==> config.mk <==
export PLATFORM = sky130hd
export DESIGN_NAME = branch_target_predictor
export DESIGN_NICKNAME = d
export VERILOG_FILES = /design/src/rtl/branch_target_predictor.sv
export SDC_FILE = /design/constraint.sdc
export NUM_CORES = 1
export LEC_CHECK = 0
export BUFFER_PORTS_ARGS = -buffer_cell sky130_fd_sc_hd__buf_4
export CORE_MARGIN = 4
export CORE_UTILIZATION = 50
export DETAILED_ROUTE_END_ITERATION = 8
export GPL_TIMING_DRIVEN = 0
export PLACE_DENSITY = 0.76
export SLEW_MARGIN = 10
export SYNTH_ARGS = -nofsm -noshare
export SYNTH_HDL_FRONTEND = slang
export SYNTH_SLANG_ARGS = --single-unit
==> constraint.sdc <==
create_clock -name clk -period 5.9 [get_ports clk]
set_clock_uncertainty 0.2 [all_clocks]
set_input_delay 1.18 -clock clk [delete_from_list [all_inputs] [get_ports clk]]
set_output_delay 1.18 -clock clk [all_outputs]
set_load 0.1 [all_outputs]
==> src/rtl/branch_target_predictor.sv <==
// branch_target_predictor: direct-mapped BTB next-PC predictor for the IF stage.
// Ports: clk/rst_n (async active-low); stall_i freezes the table; flush_i clears all valid bits;
//   if_pc -> pred_hit/pred_taken/next_pc (combinational lookup);
//   upd_* resolution updates from ID, written at posedge when !stall_i && !flush_i;
//   stat_updates/stat_mispredicts counters, present only when BTP_STATS_EN is defined (else 0).
module branch_target_predictor #(
    parameter int BTB_ENTRIES = 16,
    parameter int TAG_W       = 8,
    parameter int CNT_W       = 2
) (
    input  logic        clk,
    input  logic        rst_n,
    input  logic        stall_i,
    input  logic        flush_i,
    input  logic [31:0] if_pc,
    output logic        pred_hit,
    output logic        pred_taken,
    output logic [31:0] next_pc,
    input  logic        upd_valid,
    input  logic [31:0] upd_pc,
    input  logic        upd_taken,
    input  logic        upd_is_jump,
    input  logic [31:0] upd_target,
    input  logic        upd_mispredict,
    output logic [31:0] stat_updates,
    output logic [31:0] stat_mispredicts
);
    localparam int IDX_W = $clog2(BTB_ENTRIES);
    localparam logic [CNT_W-1:0] CNT_MAX = '1;
    localparam logic [CNT_W-1:0] CNT_ONE = CNT_W'(1);
    localparam logic [CNT_W-1:0] CNT_WT  = CNT_ONE << (CNT_W - 1);
    localparam logic [CNT_W-1:0] CNT_WNT = CNT_WT - CNT_ONE;

    logic [BTB_ENTRIES-1:0] valid_q;
    logic [TAG_W-1:0]       tag_q    [BTB_ENTRIES];
    logic [29:0]            target_q [BTB_ENTRIES];
    logic [CNT_W-1:0]       cnt_q    [BTB_ENTRIES];
    logic [BTB_ENTRIES-1:0] jmp_q;

    logic [IDX_W-1:0] l_idx, u_idx;
    logic [TAG_W-1:0] l_tag, u_tag;
    logic             u_hit, upd_acc, flush_en;
    logic [CNT_W-1:0] cnt_d;

    assign l_idx = if_pc[IDX_W+1:2];
    assign l_tag = if_pc[IDX_W+TAG_W+1:IDX_W+2];
    assign u_idx = upd_pc[IDX_W+1:2];
    assign u_tag = upd_pc[IDX_W+TAG_W+1:IDX_W+2];

    assign pred_hit   = valid_q[l_idx] && (tag_q[l_idx] == l_tag);
    assign pred_taken = pred_hit && (jmp_q[l_idx] || cnt_q[l_idx][CNT_W-1]);
    assign next_pc    = pred_taken ? {target_q[l_idx], 2'b00} : if_pc + 32'd4;

    assign flush_en = flush_i && !stall_i;
    assign upd_acc  = upd_valid && !stall_i && !flush_i;
    assign u_hit    = valid_q[u_idx] && (tag_q[u_idx] == u_tag);

    // Counter next value for the indexed entry; only meaningful when an update is written.
    always_comb begin
        cnt_d = cnt_q[u_idx];
        if (upd_taken)
            cnt_d = upd_is_jump ? CNT_MAX : !u_hit ? CNT_WT :
                    (cnt_q[u_idx] == CNT_MAX) ? CNT_MAX : cnt_q[u_idx] + CNT_ONE;
        else
            cnt_d = (cnt_q[u_idx] == '0) ? '0 : cnt_q[u_idx] - CNT_ONE;
    end

    always_ff @(posedge clk or negedge rst_n) begin
        if (!rst_n) begin
            valid_q <= '0;
            jmp_q   <= '0;
            for (int i = 0; i < BTB_ENTRIES; i++) begin
                tag_q[i]    <= '0;
                target_q[i] <= '0;
                cnt_q[i]    <= CNT_WNT;
            end
        end else if (flush_en) begin
            valid_q <= '0;
        end else if (upd_acc && upd_taken) begin
            // Taken updates both refresh a hit and allocate over any alias on a miss.
            valid_q[u_idx]  <= 1'b1;
            tag_q[u_idx]    <= u_tag;
            target_q[u_idx] <= upd_target[31:2];
            jmp_q[u_idx]    <= upd_is_jump;
            cnt_q[u_idx]    <= cnt_d;
        end else if (upd_acc && u_hit) begin
            cnt_q[u_idx] <= cnt_d;
        end
    end

`ifdef BTP_STATS_EN
    logic [31:0] upd_cnt_q, mis_cnt_q;

    always_ff @(posedge clk or negedge rst_n) begin
        if (!rst_n) begin
            upd_cnt_q <= '0;
            mis_cnt_q <= '0;
        end else if (upd_acc) begin
            if (upd_cnt_q != '1) upd_cnt_q <= upd_cnt_q + 32'd1;
            if (upd_mispredict && mis_cnt_q != '1) mis_cnt_q <= mis_cnt_q + 32'd1;
        end
    end

    assign stat_updates     = upd_cnt_q;
    assign stat_mispredicts = mis_cnt_q;
`else
    assign stat_updates     = 32'd0;
    assign stat_mispredicts = 32'd0;
`endif

    // Bits that carry no information for this table geometry.
    logic unused_ok;
    assign unused_ok = ^{upd_pc, upd_target[1:0], upd_mispredict};
endmodule

==> flow_summary.ini <==
[worst_setup_path]
startpoint_type = primary input
slowest_delay_ns = 0.52
startpoint = if_pc[2]
cp_top_family = multiplexers
critPathKind = in2out
worstPathRequired_ns = 4.52
worst-path-buf-inv = 6
end_kind = output pin
critPathMaxFanout = 10
crit_slowest_cell = mux4_2
path_cells = buf_4, buf_6, buf_12, mux4_2, mux2i_2, mux2i_2, xnor2_1, o211ai_1, or3_4, nor3_4, buf_12, buf_8, mux2_2, buf_6
r2r-start = tag_q[37]
cp.arrival_ns = 4.45

[finish]
drive_gt1_share_pct = 51.9
nets = 2527
syn_to_final_growth_pct = 14.9
finish.utilization_pct = 58.4

[timing]
slew_headroom_pct = 20.1
hold_viol_final = 0
period_needed_ns = 5.83
maxSlewViolCount = 0
setup_viol = 0
setup_slack_ns = 0.0726
setup-tns-final_ns = 0
min_period_over_period_pct = 98.8
worstMarginPinSlew_ns = 1.20
fmax_mhz = 172

[floorplanning]
die_w_microns = 265
row_count = 93
io_pins = 202
core_area_sq_um = 64900
initial_core_util_pct = 50.8
die-area_sq_um = 70200
die_h_microns = 265

[synth]
seq_area_frac_synth_pct = 51.0
synthFlopType = dfrtp_1
synth-seq-cells = 672
syn_avg_cell_area_sq_um = 15.2
synth_edf_count = 0
syn_area_sq_um = 33000
synth_warnings = 0
async_reset_ff_share_pct = 100
yosysUniqueCellTypes = 50
netlist_instances = 2168

[place]
io_buffers = 108
place_congestion = 0.889
pre_cts_slack_ns = -1.40
hpwlAfterDp_mm = 62.8

[power_and_ir_drop]
p_leak_uw = 0.0178
power_density_nw_per_um2 = 293
power_uw = 11100
ir_drop_mv = 0.206

[global_routing]
grt_pass1_wl_mm = 138
antenna_found_initial = 4
overflow = 0
grt_util_all_layers_pct = 26.0
grt_pass1_vias = 22000
grt_max_degree = 122

[cts]
cts_tree = built
cts.sink_count = 672
htreeDepth = 3
holdBufCountCts = 0
insertion_delay_ns = 0.62
clkSlewWorstSetupHoldPaths_ns = 0.07
root_buffer = clkbuf_16
cts-buffers-inserted = 71
cts_buffer_depth = 3

[drt]
routed_wl_mm = 91.6
vias = 20600
dr.pass1.iters = 6
viasPerCell = 6.19
drt.antenna.violating_nets = 0
wire_per_inst_microns = 27.5
drtIter0Drc = 1860
drc = 0

[flow_run]
drv_cap = 0

[hold_path]
min_from = jmp_q[1]
hold_path.class = reg2reg

[run_status]
status = complete, no violations
## area by class of cell
| cell class | count | area [sq um] |
|---|---|---|
| antenna | 5 | 12.5 |
| clock inverter | 25 | 243 |
| sequential | 672 | 16800 |
| tap | 855 | 1070 |
| inverter | 17 | 63.8 |
| multi-input combinational | 1295 | 15200 |
| timing repair buffer | 118 | 1080 |
| clock buffer | 98 | 1970 |
| fill | 4954 | 27000 |
| buffer | 247 | 1440 |
## worst register-to-register path, stage by stage (launching register included)
cell,delay [ns]
dfrtp_1,0.39
mux4_2,0.50
a22o_1,0.26
a221oi_1,0.26
xnor2_1,0.17
a2111oi_4,0.45
a31oi_2,0.28
nor4_1,0.64
mux2_2,0.40
## logic make-up after synthesis
kind of cell	count (synthesis)	synth area share, %
compound gates	83	1.80
simple gates	158	2.39
other cells	1	0.0114
xor+xnor	46	1.22
mux	943	39.6
flops	672	51.0
buf+inv	264	3.98
fa+ha+maj	1	0.0379
## state kept, by name, summed over array words and instances (netlist names)
signal	cells
target_q	480
valid_q	16
tag_q	128
jmp_q	16
cnt_q	32
## path summary, 6_finish.rpt
kind / slack (ns) / cells past startpoint / to
max: 0.07 / 14 / next_pc[15]
min: 0.29 / 2 / jmp_q[1]
max reg2reg: 2.24 / 8 / cnt_q[15]
min reg2reg: 0.29 / 2 / jmp_q[1]
max in group asynchronous: 3.64 / 3 / target_q[161]
min in group asynchronous: 0.39 / 1 / cnt_q[1]
## power by group
group | switching, uW | total (uW) | leakage [uW] | internal (uW)
Combinational | 875 | 1600 | 0.00761 | 722
Clock | 1880 | 4320 | 0.00109 | 2440
Sequential | 209 | 5190 | 0.00910 | 4980
Total | 2960 | 11100 | 0.0178 | 8150
## cell usage after synthesis, types with 2 or more instances
master      n  area [sq um]
mux2_2    676          7610
dfrtp_1   656         16400
mux4_2    222          5000
clkbuf_1   97           364
buf_4      71           533
buf_1      56           210
mux2i_1    45           450
nand2_1    42           158
xnor2_1    31           272
nor3_1     27           135
nor2_1     25          93.8
buf_2      19          95.1
inv_1      17          63.8
a21oi_1    16          80.1
dfstp_2    16           420
xor2_1     15           131
nand3_1    13          65.1
o21ai_0    13          65.1
and3_1     12          75.1
a21boi_0   11          82.6
nor2b_1    11          68.8
a22oi_1    10          75.1
a211oi_1    7          52.6
nand4_1     7          43.8
nor4_1      6          37.5
o21a_1      6          45.0
a22o_1      4          35.0
nand2b_1    4          25.0
a221oi_1    3          26.3
and4_1      3          26.3
buf_6       3          33.8
a31oi_1     2          12.5
and2_1      2          12.5
nor3b_1     2          15.0
o211ai_1    2          15.0
or3_1       2          12.5
## layout by cell type (no fill, tap or decap), types with 4 or more instances in the layout
cell type	instances
mux2i_2	6
xnor2_1	31
conb_1	64
dfrtp_1	656
clkinv_2	15
nor3_1	27
clkbuf_2	9
buf_2	9
buf_8	8
clkbuf_1	98
mux2_2	673
nand2_1	41
o21ai_0	13
nor4_1	4
xor2_1	15
buf_16	6
a211oi_1	6
clkbuf_8	10
dfstp_2	16
a22oi_1	10
buf_6	19
a21oi_1	16
nor2_1	22
mux2i_1	37
a21boi_0	11
clkbuf_4	9
o21a_1	6
and3_1	12
nand4_1	7
nand2b_1	4
inv_1	17
nand3_1	13
a22o_1	4
buf_1	45
mux4_2	222
clkbuf_16	71
buf_4	176
nor2b_1	10
diode_2	5
## per-stage QoR
| step | instances | hold slack [ns] | area [sq um] |
|---|---|---|---|
| finish | 3332 | 0.288 | 37900 |
| global route | 3328 | 0.304 | 37900 |
| CTS | 3327 | 0.290 | 37800 |
| detailed placement | 3201 | 0.276 | 35400 |
| global placement | 3194 | 0.266 | 35200 |
| floorplan | 2231 | 0.251 | 33300 |
## timing repair
item,CTS,global route
endpoints found under the setup margin,32,30
gates cloned,0,0
endpoints found under the hold margin,0,0
setup buffers,3,0
pin swaps,1,5
resized for setup,84,39
## layer usage
metal	part of all wire (%)	vias up	routed length (microns)	track usage, %
met5	0.014	-	13	0
met4	4.3	2	3980	9.92
met3	8.3	241	7600	7.07
met2	48	914	44100	42.1
met1	39	11000	35900	33.9
li1	-	8485	-	-
Note: power is estimated with default switching activity, not from simulation.
